==> config.mk <==
export PLATFORM = sky130hd
export DESIGN_NAME = inv_mixcolumn_iter_flat
export DESIGN_NICKNAME = d
export VERILOG_FILES = /design/src/rtl/inv_mixcolumn_iter_pkg.sv /design/src/rtl/inv_mixcolumn_iter_if.sv /design/src/rtl/inv_mixcolumn_word.sv /design/src/rtl/inv_mixcolumn_iter.sv /design/src/flat_wrapper.sv
export SDC_FILE = /design/constraint.sdc
export NUM_CORES = 1
export LEC_CHECK = 0
export ABC_AREA = 1
export CAP_MARGIN = 20
export CORE_UTILIZATION = 50
export DETAILED_ROUTE_END_ITERATION = 12
export PLACE_DENSITY = 0.82
export SLEW_MARGIN = 20
export SYNTH_ARGS = -nofsm -noshare
export SYNTH_HDL_FRONTEND = slang
export SYNTH_HIERARCHICAL = 1
export SYNTH_SLANG_ARGS = --single-unit
export TNS_END_PERCENT = 50
==> constraint.sdc <==
create_clock -name clk -period 18.04 [get_ports clk]
set_input_delay 3.608 -clock clk [delete_from_list [all_inputs] [get_ports clk]]
set_output_delay 3.608 -clock clk [all_outputs]
set_load 0.02 [all_outputs]
==> src/rtl/inv_mixcolumn_iter_pkg.sv <==
// ---------------------------------------------------------------------------
// aes_pkg
// Shared AES helpers for the decrypt-side column engines.
//   xtime    : multiply a GF(2^8) element by x (0x02), reducing mod 0x11B
//   gmul_inv : product of a byte with one of the InvMixColumns coefficients
//              (09, 0b, 0d, 0e), built only from chained xtime
//   NB, WORD_W, STATE_W : column count and widths of the AES state
// ---------------------------------------------------------------------------
package aes_pkg;

  localparam int NB      = 4;
  localparam int WORD_W  = 32;
  localparam int STATE_W = NB * WORD_W;

  typedef enum logic [1:0] {
    COEF_09,
    COEF_0B,
    COEF_0D,
    COEF_0E
  } coef_e;

  typedef enum logic [1:0] {
    ST_IDLE,
    ST_BUSY,
    ST_DONE
  } imc_state_e;

  function automatic logic [7:0] xtime(input logic [7:0] a);
    return {a[6:0], 1'b0} ^ (8'h1b & {8{a[7]}});
  endfunction

  // a*2, a*4, a*8 are formed once and XOR-combined per coefficient.
  function automatic logic [7:0] gmul_inv(input logic [7:0] a, input coef_e sel);
    logic [7:0] x2;
    logic [7:0] x4;
    logic [7:0] x8;
    logic [7:0] r;
    x2 = xtime(a);
    x4 = xtime(x2);
    x8 = xtime(x4);
    case (sel)
      COEF_09: r = x8 ^ a;
      COEF_0B: r = x8 ^ x2 ^ a;
      COEF_0D: r = x8 ^ x4 ^ a;
      default: r = x8 ^ x4 ^ x2;
    endcase
    return r;
  endfunction

endpackage

==> src/rtl/inv_mixcolumn_iter_if.sv <==
// ---------------------------------------------------------------------------
// inv_mixcolumn_iter_if
// Valid/ready bundle for the iterative InvMixColumns engine.
//   in_valid_i / in_ready_o / state_i    : input state handshake
//   out_valid_o / out_ready_i / state_o  : result handshake
//   busy_o                               : engine holds a state
// master = the side that feeds states and consumes results.
// slave  = the engine itself.
// ---------------------------------------------------------------------------
interface inv_mixcolumn_iter_if;
  import aes_pkg::*;

  logic               in_valid_i;
  logic               in_ready_o;
  logic [STATE_W-1:0] state_i;
  logic               out_valid_o;
  logic               out_ready_i;
  logic [STATE_W-1:0] state_o;
  logic               busy_o;

  modport master (
    output in_valid_i,
    output state_i,
    output out_ready_i,
    input  in_ready_o,
    input  out_valid_o,
    input  state_o,
    input  busy_o
  );

  modport slave (
    input  in_valid_i,
    input  state_i,
    input  out_ready_i,
    output in_ready_o,
    output out_valid_o,
    output state_o,
    output busy_o
  );

endinterface

==> src/rtl/inv_mixcolumn_word.sv <==
// ---------------------------------------------------------------------------
// inv_mixcolumn_word
// Purely combinational InvMixColumns of a single 32-bit column.
//   word_i : column, row r in bits [8r+7:8r]
//   word_o : transformed column, same packing
// ---------------------------------------------------------------------------
module inv_mixcolumn_word
  import aes_pkg::*;
(
  input  logic [WORD_W-1:0] word_i,
  output logic [WORD_W-1:0] word_o
);

  logic [7:0] s0, s1, s2, s3;

  assign s0 = word_i[7:0];
  assign s1 = word_i[15:8];
  assign s2 = word_i[23:16];
  assign s3 = word_i[31:24];

  assign word_o[7:0]   = gmul_inv(s0, COEF_0E) ^ gmul_inv(s1, COEF_0B) ^
                         gmul_inv(s2, COEF_0D) ^ gmul_inv(s3, COEF_09);
  assign word_o[15:8]  = gmul_inv(s0, COEF_09) ^ gmul_inv(s1, COEF_0E) ^
                         gmul_inv(s2, COEF_0B) ^ gmul_inv(s3, COEF_0D);
  assign word_o[23:16] = gmul_inv(s0, COEF_0D) ^ gmul_inv(s1, COEF_09) ^
                         gmul_inv(s2, COEF_0E) ^ gmul_inv(s3, COEF_0B);
  assign word_o[31:24] = gmul_inv(s0, COEF_0B) ^ gmul_inv(s1, COEF_0D) ^
                         gmul_inv(s2, COEF_09) ^ gmul_inv(s3, COEF_0E);

endmodule

==> src/rtl/inv_mixcolumn_iter.sv <==
// ---------------------------------------------------------------------------
// inv_mixcolumn_iter
// Iterative AES InvMixColumns: accepts a 128-bit state, transforms
// COLS_PER_CYCLE columns per clock and presents the result until taken.
//   clk, rst : clock, asynchronous active-high reset
//   bus      : slave side of inv_mixcolumn_iter_if
//              (in_valid_i/in_ready_o/state_i, out_valid_o/out_ready_i/
//               state_o, busy_o)
// Parameter COLS_PER_CYCLE : 1, 2 or 4 columns per clock.
// ---------------------------------------------------------------------------
module inv_mixcolumn_iter
  import aes_pkg::*;
#(
  parameter int COLS_PER_CYCLE = 1
) (
  input  logic                 clk,
  input  logic                 rst,
  inv_mixcolumn_iter_if.slave  bus
);

  if (!(COLS_PER_CYCLE == 1 || COLS_PER_CYCLE == 2 || COLS_PER_CYCLE == 4)) begin : g_bad_param
    $error("inv_mixcolumn_iter: COLS_PER_CYCLE must be 1, 2 or 4");
  end

  // The 2-bit step wraps to 0 for 4 columns/cycle, which is exactly right.
  localparam logic [1:0] CNT_STEP = 2'(COLS_PER_CYCLE);
  localparam logic [1:0] CNT_LAST = 2'(NB - COLS_PER_CYCLE);

  imc_state_e         state_q, state_d;
  logic [1:0]         cnt_q, cnt_d;
  logic [STATE_W-1:0] in_q, in_d;
  logic [STATE_W-1:0] res_q, res_d;

  logic [1:0]        col_idx  [COLS_PER_CYCLE];
  logic [WORD_W-1:0] word_in  [COLS_PER_CYCLE];
  logic [WORD_W-1:0] word_out [COLS_PER_CYCLE];

  for (genvar g = 0; g < COLS_PER_CYCLE; g++) begin : g_col
    assign col_idx[g] = cnt_q + 2'(g);
    assign word_in[g] = in_q[{col_idx[g], 5'b0} +: WORD_W];

    inv_mixcolumn_word u_word (
      .word_i (word_in[g]),
      .word_o (word_out[g])
    );
  end

  always_ff @(posedge clk or posedge rst) begin
    if (rst) begin
      state_q <= ST_IDLE;
    end else begin
      state_q <= state_d;
    end
  end

  always_comb begin
    state_d = state_q;
    case (state_q)
      ST_IDLE: if (bus.in_valid_i)     state_d = ST_BUSY;
      ST_BUSY: if (cnt_q == CNT_LAST)  state_d = ST_DONE;
      ST_DONE: if (bus.out_ready_i)    state_d = ST_IDLE;
      default:                         state_d = ST_IDLE;
    endcase
  end

  always_comb begin
    bus.in_ready_o  = 1'b0;
    bus.out_valid_o = 1'b0;
    bus.busy_o      = 1'b0;
    case (state_q)
      ST_IDLE: bus.in_ready_o = 1'b1;
      ST_BUSY: bus.busy_o     = 1'b1;
      ST_DONE: begin
        bus.out_valid_o = 1'b1;
        bus.busy_o      = 1'b1;
      end
      default: bus.in_ready_o = 1'b0;
    endcase
  end

  // Datapath: the input copy is frozen for the whole pass so later columns
  // read original bytes; the result register only changes in BUSY.
  always_comb begin
    cnt_d = cnt_q;
    in_d  = in_q;
    res_d = res_q;
    case (state_q)
      ST_IDLE: begin
        if (bus.in_valid_i) begin
          in_d  = bus.state_i;
          cnt_d = 2'd0;
        end
      end
      ST_BUSY: begin
        for (int i = 0; i < COLS_PER_CYCLE; i++) begin
          res_d[{col_idx[i], 5'b0} +: WORD_W] = word_out[i];
        end
        cnt_d = cnt_q + CNT_STEP;
      end
      ST_DONE: begin
        if (bus.out_ready_i) cnt_d = 2'd0;
      end
      default: cnt_d = 2'd0;
    endcase
  end

  always_ff @(posedge clk or posedge rst) begin
    if (rst) begin
      cnt_q <= 2'd0;
      in_q  <= '0;
      res_q <= '0;
    end else begin
      cnt_q <= cnt_d;
      in_q  <= in_d;
      res_q <= res_d;
    end
  end

  assign bus.state_o = res_q;

endmodule

==> src/flat_wrapper.sv <==
// flat-port wrapper written by rule: the top's interface ports become plain ports
module inv_mixcolumn_iter_flat import aes_pkg::*;
#(
  parameter int COLS_PER_CYCLE = 1
)
  (clk, rst, bus_in_valid_i, bus_state_i, bus_out_ready_i, bus_in_ready_o, bus_out_valid_o, bus_state_o, bus_busy_o);
  inv_mixcolumn_iter_if bus_i ();
  input  logic clk;
  input  logic rst;
  input wire logic [$bits(bus_i.in_valid_i)-1:0] bus_in_valid_i;
  input wire logic [$bits(bus_i.state_i)-1:0] bus_state_i;
  input wire logic [$bits(bus_i.out_ready_i)-1:0] bus_out_ready_i;
  output wire logic [$bits(bus_i.in_ready_o)-1:0] bus_in_ready_o;
  output wire logic [$bits(bus_i.out_valid_o)-1:0] bus_out_valid_o;
  output wire logic [$bits(bus_i.state_o)-1:0] bus_state_o;
  output wire logic [$bits(bus_i.busy_o)-1:0] bus_busy_o;
  assign bus_i.in_valid_i = bus_in_valid_i;
  assign bus_i.state_i = bus_state_i;
  assign bus_i.out_ready_i = bus_out_ready_i;
  assign bus_in_ready_o = bus_i.in_ready_o;
  assign bus_out_valid_o = bus_i.out_valid_o;
  assign bus_state_o = bus_i.state_o;
  assign bus_busy_o = bus_i.busy_o;
  inv_mixcolumn_iter #(.COLS_PER_CYCLE(COLS_PER_CYCLE)) u_core (.clk(clk), .rst(rst), .bus(bus_i));
endmodule
---- Word level (Yosys, flattened, before mapping) ----
Index checks and enable logic that the tools add are counted.
cells by class
  $add $sub $neg .......................... 2
  equality and inequality tests ........... 6
  shifts and indexed selects .............. 3
  muxes and demuxes ....................... 10
  bitwise operators ....................... 48
  reduce and logical (&&, ||, !) cells .... 5
operator list
  cell                        number
  $xor A8 B8 Y8               36
  $bwmux W128                 1
  $shift A32 B9 Y128 const A  1
  $shiftx A128 B8 Y32         1
  $shiftx A32 B9 Y128         1
  $xor A8 B5 Y8               12
  $pmux W2 S3                 2
  $neg A7 Y9                  1
  $mux W2                     4
  $eq A2 B2 Y1 const B        2
  $ne A2 B2 Y1 const B        2
  $reduce_and A2 Y1           2
  $mux W1                     3
  $reduce_and A3 Y1           1
  $add A2 B1 Y2 const B       1
  $eq A2 B1 Y1 const B        1
  $logic_not A2 Y1            1
  $ne A2 B1 Y1 const B        1
  $reduce_or A2 Y1            1
storage, ports and cells
  register bits ........................... 260
  bits of input ports ..................... 132
  output and inout bits ................... 131
  logic and storage cells ................. 78

---- Depth between registers and ports, before layout ----
Gate-level depths: netlist (run 1).
  depth after elaboration ................. 11
  gate-level depth with buffers ........... 26
  gate-level depth less buffers ........... 23

---- Modules after synthesis ----
Netlist (run 1), hierarchy kept.
modules (own cells, without submodules)
  module              instances  cells an instance  area an instance (µm²)  seq. area each (µm²)
  inv_mixcolumn_iter  1          1400               11496.0                 6506.2
  inv_mixcolumn_word  1          574                3508.4                  0.0

---- Least setup slack after synthesis (run 1) ----
No wires, ideal clock.
  path type ............................... register to output
  from .................................... reg u_core.state_q[0]
  to ...................................... out bus_busy_o
  arrival ................................. 0.767 ns
  required time ........................... 14.432 ns
  slack ................................... 13.665 ns
  stages on the path, launching flop included .. 3
  path buffers ............................ 0
  cells stage by stage .................... dfrtp_1 -> inv_1 -> ha_1
between the ends
  cells in the longest elaborated chain, start to end .. 3
  elaborated cells on any way between the ends .. 4
  those cells by class .................... 2 x eq/ne; 1 x mux; 1 x reduce/logical
ends and longest elaborated chain
  element                                       line                      text
  start: declaration                            inv_mixcolumn_iter.sv:29  imc_state_e state_q, state_d;
  start signal: assignment                      inv_mixcolumn_iter.sv:52  state_q <= state_d;
  $eq A2 B1 Y1 or $eq A2 B2 Y1 (tied branches)  inv_mixcolumn_iter.sv:70  case (state_q)
  $reduce_or A2 Y1 (no source line) (*)         -
  $mux W1 (*)                                   inv_mixcolumn_iter.sv:70
  end: declaration                              flat_wrapper.sv:16        output wire logic [$bits(bus_i.busy_o)-1:0] bus_busy_o;
Mark *: on every way between the ends. The rest lies on a longest branch, timed or not.

---- Worst setup path after layout (run 1) ----
  from .................................... reg u_core.state_q[0]
  to ...................................... out bus_in_ready_o
between the ends
  cells in the longest elaborated chain, start to end .. 2
ends and longest elaborated chain
  element           line                      text
  $logic_not A2 Y1  inv_mixcolumn_iter.sv:70
  $mux W1           inv_mixcolumn_iter.sv:70
  end: declaration  flat_wrapper.sv:13        output wire logic [$bits(bus_i.in_ready_o)-1:0] bus_in_ready_o;
No other way between the ends.

==> results.ini, run 1 <==
[place]
place_congestion=0.998
numPortBuffers=262
dpl.hpwl_mm=30.6

[timing]
min_period_over_period_pct=33.8
finalCriticalPeriod_ps=6100
max_slew.worst_pin.slew_ps=1070
maxSlewHeadroom_pct=28.4
skew_ps=19.6
setup_tns_ps=0
finalHoldViolCount=0
setup_viol=0
drv_slew=0
rsz0062_at_grt=false
fmax_mhz=164

[final_layout]
final_common_cell=nand2_1
syn2layout_area_growth_pct=23.5
drive_gt1_share_pct=5.65
layout_common_cells=nand2_1 (785), clkdlybuf4s50_1 (261), dfrtp_1 (260)
fin_nets=2300
insertedDiodeCount=0

[floorplan]
core_area_um2=29600
row_count=63
initial_core_util_pct=50.8
die_w_um=175
boundaryPins=263
die_y_um=175
dieArea_um2=30700

[cts]
clk_path_buf_depth=3
cts_hold_buf=0
clkLatencyLatePin_ps=550
cts_setup_buffers=0
htree_num_levels=1
cts_sinks=260
clkSlewWorstSetupHoldPaths_ps=60
cts_inserted_buffers=27
cts_tree=built
cts_resized=0
clock-root-buffer=clkbuf_16

[logic_synthesis]
yosysUniqueCellTypes=35
synth_cells=1974
synth_enable_flop_cells=0
synth_nets=2115
syn-cell-area_um2=15000
seq_area_frac_synth_pct=43.4
ys.flop_type=dfrtp_1
syn_avg_cell_area_um2=7.60
synth-async-reset-ratio_pct=100
ys.warnings.count=6
yosys_register_bits=260

[status]
status=complete, no violations

[grt]
antenna_found_initial=0
globalRouteTotalUtil_pct=27.2
grt_pass1_wl_mm=66.3
overflow=0
grt_max_degree=115
grt_pass1_vias=12600

[detailed_routing]
drt_iter0_drc=1211
dr_total_vias=13600
drc=0
first_pass_iters=7
via_per_inst=5.29
wl_per_cell_um=16.4
ant_nets=0
routed_wl_mm=42.1

[flow_run]
maxCapViolations=0

[min_path]
worstHoldPathType=reg2reg

[setup_path]
slowest_stage=clkdlybuf4s50_1
endpoint_kind=primary output
cp_max_fo=68
path_cells=inv_1 -> ha_2 -> buf_4 -> clkdlybuf4s50_1
critPathRequiredTime_ps=14430
arrival_ps=2490
critPathKind=reg2out
start_kind=flip-flop
slowest_delay_ps=730

## kinds of logic after synthesis
| logic type | after synthesis | share of synthesized area, % |
|---|---|---|
| AO/OA/AOI/OAI | 194 | 7.54 |
| XOR/XNOR | 178 | 11.7 |
| adder cells (fa/ha/maj) | 9 | 0.751 |
| buffers and inverters | 267 | 7.62 |
| flip-flops | 260 | 43.4 |
| AND/OR/NAND/NOR | 1066 | 29.0 |
## per-stage QoR
| stage | hold WS, ps | util [%] | instances | worst slack (ps) | instance area (um^2) |
|---|---|---|---|---|---|
| final | 471 | 62.7 | 2567 | 11940 | 18500 |
| after global routing | 491 | 62.7 | 2567 | 11800 | 18500 |
| after CTS | 473 | 62.6 | 2567 | 11860 | 18500 |
| after detailed placement | 458 | 59.8 | 2520 | 11970 | 17700 |
| after global placement | 455 | 59.7 | 2519 | 12120 | 17700 |
| after floorplan | 442 | - | 1974 | 7280 | 15000 |
## synthesized netlist by cell type, types with 2 or more instances
cell type,n,share of area [%]
nand2_1,790,20
buf_2,48,1.6
xor2_2,10,1.1
or2_1,2,0.083
nor2_1,98,2.5
buf_6,7,0.53
a21oi_1,64,2.1
xor2_1,111,6.5
dfrtp_1,260,43
nand4_1,34,1.4
nand3_1,106,3.5
buf_4,4,0.20
or2_2,2,0.083
inv_1,134,3.4
o211ai_1,64,3.2
xnor2_1,49,2.9
o21ai_0,54,1.8
buf_1,9,0.23
inv_4,2,0.083
nand2_4,6,0.45
xnor2_2,2,0.22
nand2_2,20,0.83
nand3b_1,5,0.25
o21ai_1,12,0.40
inv_2,11,0.28
xor2_4,2,0.37
clkbuf_1,50,1.3
ha_1,9,0.75
xnor2_4,3,0.55
## layer usage
layer	global-route usage, %	share of wire (%)
met5	0	0
met4	8.59	2.6
met3	3.42	7.1
met2	43.4	46
met1	38.7	44
## final timing paths
kind	cells past startpoint	from	slack, ps	end
min	2	u_core/in_q[103]$_DFFE_PP0P_	470	u_core/in_q[103]$_DFFE_PP0P_
min reg2reg	2	u_core/in_q[103]$_DFFE_PP0P_	470	u_core/in_q[103]$_DFFE_PP0P_
max in group asynchronous	3	rst	12930	u_core/bus.state_o[84]$_DFFE_PP0P_
min in group asynchronous	2	rst	3620	u_core/bus.state_o[106]$_DFFE_PP0P_
max	4	u_core/state_q[0]$_DFFE_PP0P_	11940	bus_in_ready_o
max reg2reg	14	u_core/cnt_q[0]$_DFFE_PP0P_	13240	u_core/bus.state_o[57]$_DFFE_PP0P_
## sequential cells by signal, summed over array words and instances, names as in the netlist
signal and count:
u_core/in_q 128, u_core/bus.state_o 128, u_core/cnt_q 2, u_core/state_q 2
## critical path: cells and delay by family (launching register included)
kind	cells	cell delay, ps
adder cells (fa/ha/maj)	1	170
flip-flops	1	400
buffers and inverters	3	1350
## layout make-up
type | count | area [um^2]
clock buffer | 41 | 788
sequential | 260 | 6510
fill | 2531 | 11000
inverter | 148 | 578
clock inverter | 6 | 38.8
multi-input combinational | 1447 | 7390
tap | 390 | 488
timing repair buffer | 275 | 2740
Power of run 1 is left out: the tool's default activity adds up to more than one toggle a clock period on the data nets, which glitch-free logic cannot reach.
==> inputs of run 2 (changes only) <==
==> constraint.sdc (replaced) <==
create_clock -name clk -period 5.7 [get_ports clk]
set_input_delay 1.14 -clock clk [delete_from_list [all_inputs] [get_ports clk]]
set_output_delay 1.14 -clock clk [all_outputs]
set_load 0.02 [all_outputs]
==> run 2 against run 1 <==
Effect of this change:
- sequential share of layout area fell by 0.24 points
- global-route usage rose by 1.6 points
- critical endpoint is now u_core/bus.state_o[101]$_DFFE_PP0P_
- critical path type is now reg2reg
- highest routed layer unchanged
- clock skew fell by 2.1 ps
- largest cell class unchanged
==> results.ini, run 2 (synthesis results as in run 1) <==
[status]
status=complete, no violations

[setup_path]
slowest_stage=inv_4
reg2regPathDepth=17  ; +3
slowest_delay_ps=560  ; -170 ps
worstReg2RegStart=u_core/cnt_q[0]$_DFFE_PP0P_
start_kind=flip-flop
critPathRequiredTime_ps=6190  ; -8240 ps
critPathTopFamily=simple AND/OR/NAND/NOR gates
path_cells=inv_4 -> buf_4 -> nand2_1 -> o211ai_1 -> nand2_1 -> xnor2_1 -> xor2_1 -> nand2_1 -> nand2_1 -> inv_1 -> nand2_1 -> nand2_1 -> xor2_1 -> nand2_1 -> nor2_1 -> nand2_1 -> nand2_1
arrival_ps=4360  ; +1870 ps
endpoint_kind=flip-flop
reg2reg_to=u_core/bus.state_o[101]$_DFFE_PP0P_
path_common_cell=nand2_1
reg2reg_slack_ps=1820  ; -11420 ps
cp_max_fo=77  ; +13%
critPathKind=reg2reg
path_buf_inv=3  ; unchanged

[cts]
cts_hold_buf=0  ; unchanged
clock-root-buffer=clkbuf_16
cts_setup_buffers=0  ; unchanged
clk_path_buf_depth=3  ; unchanged
htree_num_levels=1  ; unchanged
cts_inserted_buffers=27  ; unchanged
cts_sinks=260  ; unchanged
cts_resized=0  ; unchanged
clkLatencyLatePin_ps=550  ; about the same
clkSlewWorstSetupHoldPaths_ps=60  ; about the same
cts_tree=built

[floorplan]
core_area_um2=29600  ; unchanged
dieArea_um2=30700  ; unchanged
initial_core_util_pct=50.8  ; unchanged
row_count=63  ; unchanged
die_y_um=175  ; unchanged
die_w_um=175  ; unchanged
boundaryPins=263  ; unchanged

[final_layout]
insertedDiodeCount=0  ; unchanged
syn2layout_area_growth_pct=24.3
fin_nets=2309  ; +0.39%
layout_common_cells=nand2_1 (788), clkdlybuf4s50_1 (261), dfrtp_1 (260)
final_common_cell=nand2_1
drive_gt1_share_pct=5.90  ; +0.25 points

[grt]
grt_pass1_vias=13200  ; +4.7%
antenna_found_initial=0  ; unchanged
grt_max_degree=100  ; -13%
overflow=0  ; unchanged
globalRouteTotalUtil_pct=28.8  ; +1.6 points
grt_pass1_wl_mm=70.2  ; +5.9%

[detailed_routing]
wl_per_cell_um=17.1  ; +4.3%
first_pass_iters=5  ; -2
routed_wl_mm=44.1  ; +4.8%
ant_nets=0  ; unchanged
drt_iter0_drc=1323  ; +9.2%
dr_total_vias=13800  ; +1.9%
drc=0  ; unchanged
via_per_inst=5.36  ; +1.4%

[timing]
rsz0062_at_grt=false
drv_slew=0  ; unchanged
min_period_over_period_pct=68.0
setup_viol=0  ; unchanged
finalCriticalPeriod_ps=3880
setup_tns_ps=0  ; unchanged
finalHoldViolCount=0  ; unchanged
skew_ps=17.5  ; -2.05 ps
maxSlewHeadroom_pct=28.9  ; +0.49 points
max_slew.worst_pin.slew_ps=1070  ; -5.76 ps
holdWs_ps=472  ; +0.694 ps
fmax_mhz=258

[place]
dpl.hpwl_mm=32.5  ; +6.2%
place_congestion=0.960  ; -3.8%
numPortBuffers=262  ; unchanged

[min_path]
holdPathStages=2  ; unchanged
min_from=u_core/in_q[50]$_DFFE_PP0P_
worstHoldPathType=reg2reg
hold_end=u_core/in_q[50]$_DFFE_PP0P_

[flow_run]
maxCapViolations=0  ; unchanged

## run 2: cell count changes in the layout (fill, tap and decap cells not counted)
cell,previous run,this run
clkbuf_8,6,2
buf_4,12,21
bufinv_16,0,4
nand2_1,785,788
buf_12,0,1
inv_8,2,1
clkinvlp_4,2,3
nand2_2,24,21
clkbuf_1,8,10
clkinv_4,0,1
clkinv_2,3,2
buf_16,1,0
## run 2: how the worst max path moves through the flow
stage          slack (ps)                        start  cells after the start                             endpoint
6_report             1820  u_core/cnt_q[0]$_DFFE_PP0P_                     17  u_core/bus.state_o[101]$_DFFE_PP0P_
3_5_place_dp         1870  u_core/cnt_q[0]$_DFFE_PP0P_                      7   u_core/bus.state_o[20]$_DFFE_PP0P_
5_1_grt              1440  u_core/cnt_q[0]$_DFFE_PP0P_                     17  u_core/bus.state_o[101]$_DFFE_PP0P_
2_1_floorplan        1130                          rst                      1    u_core/bus.state_o[0]$_DFFE_PP0P_
3_3_place_gp         1960  u_core/cnt_q[0]$_DFFE_PP0P_                     17   u_core/bus.state_o[97]$_DFFE_PP0P_
4_1_cts              1850  u_core/cnt_q[0]$_DFFE_PP0P_                     17  u_core/bus.state_o[101]$_DFFE_PP0P_
## run 2: layout make-up
class                           count  area, um^2
Timing Repair Buffer              284        2800
Clock buffer                       39         741
Multi-Input combinational cell   1447        7390
Inverter                          148         574
Sequential cell                   260        6510
Clock inverter                     10         163
Fill cell                        2491       10900
Tap cell                          390         488
## run 2: routing by layer
| metal | track usage, % | vias to the layer above | part of all wire, % |
|---|---|---|---|
| met5 | 0 | - | 0 |
| met4 | 10.5 | 0 | 3.7 |
| met3 | 3.46 | 105 | 7.6 |
| met2 | 46.4 | 650 | 46 |
| met1 | 40.0 | 6525 | 42 |
| li1 | - | 6544 | - |
## run 2: through the flow
stage	utilization (%)	instance area, um^2	cells	worst slack (ps)
after floorplan	-	15000	1974	1130
after global routing	63.1	18700	2578	1440
after CTS	63.1	18600	2578	1850
after detailed placement	60.0	17700	2529	1870
final	63.1	18700	2578	1820
after global placement	60.0	17700	2529	1960
## run 2: worst register-to-register path, delay by kind of cell (launching register included)
family / cells / cell delay, ps
XOR/XNOR: 3 / 1140
flip-flops: 1 / 470
buffers and inverters: 3 / 990
AND/OR/NAND/NOR: 10 / 1150
AO/OA/AOI/OAI: 1 / 80
Power of run 2 is left out for the same reason.
==> inputs of run 3 (changes only) <==
--- a/config.mk
+++ b/config.mk
@@ -7,9 +7,9 @@
 export LEC_CHECK = 0
 export ABC_AREA = 1
 export CAP_MARGIN = 20
-export CORE_UTILIZATION = 50
+export CORE_UTILIZATION = 49
 export DETAILED_ROUTE_END_ITERATION = 12
-export PLACE_DENSITY = 0.82
+export PLACE_DENSITY = 0.84
 export SLEW_MARGIN = 20
 export SYNTH_ARGS = -nofsm -noshare
 export SYNTH_HDL_FRONTEND = slang
==> constraint.sdc (replaced) <==
create_clock -name clk -period 3.5 [get_ports clk]
set_input_delay 0.7 -clock clk [delete_from_list [all_inputs] [get_ports clk]]
set_output_delay 0.7 -clock clk [all_outputs]
set_load 0.02 [all_outputs]
==> run 3 against run 2 <==
Effect of this change:
- cell count grew 0.78%
- core utilization is 0.32 points higher
- via count is 0.50% higher
- hold slack better by 1.7 ps
- routed wire length increased by 1.1%
- global-route usage shrank 0.20 points
- clock skew hardly changed
- highest routed layer unchanged
==> results.ini, run 3 (synthesis results as in run 1) <==
[final_layout]
syn2layout_area_growth_pct=26.3
drive_gt1_share_pct=7.56  ; +1.7 points
insertedDiodeCount=0  ; unchanged
layout_common_cells=nand2_1 (781), clkdlybuf4s50_1 (261), dfrtp_1 (259)
final_common_cell=nand2_1
fin_nets=2332  ; +1.0%

[cts]
cts_sinks=260  ; unchanged
cts_inserted_buffers=27  ; unchanged
clk_path_buf_depth=3  ; unchanged
clock-root-buffer=clkbuf_16
cts_tree=built
clkLatencyLatePin_ps=540  ; about the same
clkSlewWorstSetupHoldPaths_ps=60  ; about the same
htree_num_levels=1  ; unchanged

[timing]
skew_ps=17.8  ; +0.318 ps
finalCriticalPeriod_ps=3280  ; -599 ps
drv_slew=0  ; unchanged
min_period_over_period_pct=93.7  ; +26 points
setup_viol=0  ; unchanged
fmax_mhz=305  ; +18%
setup_tns_ps=0  ; unchanged
finalHoldViolCount=0  ; unchanged
maxSlewHeadroom_pct=28.7  ; -0.20 points
max_slew.worst_pin.slew_ps=1070  ; +2.97 ps

[setup_path]
reg2reg_slack_ps=220  ; -1600 ps
endpoint_kind=flip-flop
cp_max_fo=25  ; -68%
critPathTopFamily=simple AND/OR/NAND/NOR gates
reg2regPathDepth=17  ; unchanged
critPathRequiredTime_ps=3960  ; -2230 ps
reg2reg_to=u_core/bus.state_o[117]$_DFFE_PP0P_
critPathKind=reg2reg
slowest_delay_ps=500  ; -60 ps
path_common_cell=nand2_1
path_cells=inv_1 -> buf_4 -> o211ai_1 -> nand2_1 -> inv_4 -> nand2_1 -> nand2_2 -> xnor2_1 -> inv_1 -> xor2_1 -> nand3_1 -> nand2_1 -> inv_1 -> nand2_1 -> nor2_1 -> nand2_1 -> nand2_1
worstReg2RegStart=u_core/cnt_q[1]$_DFFE_PP0P_
arrival_ps=3740  ; -620 ps
path_depth=17  ; unchanged
slowest_stage=xnor2_1
start_kind=flip-flop
path_buf_inv=5  ; +2

[detailed_routing]
wl_per_cell_um=17.2  ; +0.33%
routed_wl_mm=44.6  ; +1.1%
ant_nets=0  ; unchanged
drt_iter0_drc=1295  ; -2.1%
via_per_inst=5.35  ; -0.27%
drc=0  ; unchanged
first_pass_iters=5  ; unchanged
dr_total_vias=13900  ; +0.50%

[grt]
grt_pass1_wl_mm=70.5  ; +0.44%
globalRouteTotalUtil_pct=28.6  ; -0.20 points
grt_pass1_vias=13200  ; +0.24%
overflow=0  ; unchanged
antenna_found_initial=0  ; unchanged
grt_max_degree=110  ; +10%

[min_path]
hold_end=u_core/in_q[55]$_DFFE_PP0P_
min_from=u_core/in_q[55]$_DFFE_PP0P_
holdPathStages=2  ; unchanged
worstHoldPathType=reg2reg

[place]
place_congestion=0.978  ; +1.8%
dpl.hpwl_mm=32.9  ; +1.4%
numPortBuffers=262  ; unchanged

[floorplan]
initial_core_util_pct=50.2  ; -0.54 points
boundaryPins=263  ; unchanged
core_area_um2=29900  ; +1.1%
dieArea_um2=31300  ; +2.0%
row_count=63  ; unchanged
die_y_um=177  ; +1.0%
die_w_um=177  ; +1.0%

[status]
status=complete, no violations

[flow_run]
maxCapViolations=0  ; unchanged

[run 3: changes by cell type in the layout (fill, tap and decap cells not counted), moves of 3 or more]
cell	before	now
buf_4	21	39
nand2_1	788	781
nand2_2	21	27
clkbuf_1	10	5
clkbuf_8	2	7
buf_12	1	4
xor2_1	111	108
xor2_2	10	13
[run 3: worst max-delay path by stage]
| stage | end | start | slack [ps] |
|---|---|---|---|
| 6_report | u_core/bus.state_o[117]$_DFFE_PP0P_ | u_core/cnt_q[1]$_DFFE_PP0P_ | 220 |
| 5_1_grt | u_core/bus.state_o[100]$_DFFE_PP0P_ | u_core/cnt_q[0]$_DFFE_PP0P_ | -4 |
| 4_1_cts | u_core/bus.state_o[100]$_DFFE_PP0P_ | u_core/cnt_q[0]$_DFFE_PP0P_ | 60 |
| 3_5_place_dp | u_core/bus.state_o[101]$_DFFE_PP0P_ | u_core/cnt_q[0]$_DFFE_PP0P_ | 0.5 |
| 3_3_place_gp | u_core/bus.state_o[101]$_DFFE_PP0P_ | u_core/cnt_q[0]$_DFFE_PP0P_ | 70 |
| 2_1_floorplan | u_core/bus.state_o[0]$_DFFE_PP0P_ | rst | -630 |
[run 3: stage by stage]
stage	cells	hold slack, ps	setup slack (ps)	util [%]	area [um^2]
global placement	2550	455	70.5	60.1	17900
floorplan	1974	442	-628	-	15000
finish	2598	473	222	63.4	18900
CTS	2596	473	56.9	63.1	18900
detailed placement	2550	459	0.470	60.1	17900
global route	2598	493	-3.77	63.4	18900
[run 3: metal layers]
metal / GRT usage [%] / routed length [um]
met2: 47.0 / 20900
met5: 0 / 0
met1: 39.1 / 18800
met3: 4.06 / 3560
met4: 8.66 / 1320
[run 3: final cells by class]
class / count / area (um^2)
Clock buffer: 39 / 791
Clock inverter: 7 / 120
Fill cell: 2519 / 10900
Inverter: 148 / 579
Multi-Input combinational cell: 1447 / 7440
Sequential cell: 260 / 6510
Tap cell: 390 / 488
Timing Repair Buffer: 306 / 3020
Timing Repair inverter: 1 / 6.26
[run 3: tightest hold or removal path: stages, from the launching register on]
cell and delay (ps):
dfrtp_1 340, nand2_1 50, nand2_1 50
[run 3: timing repair]
| item | 4_1_cts | 5_1_grt |
|---|---|---|
| resized for setup | 2 | 20 |
| gates cloned | 0 | 1 |
| setup buffers | 0 | 1 |
| pin swaps | 0 | 2 |
| hold buffers | 0 | 0 |
| setup endpoints to repair | 6 | 77 |
Power of run 3 is left out for the same reason.
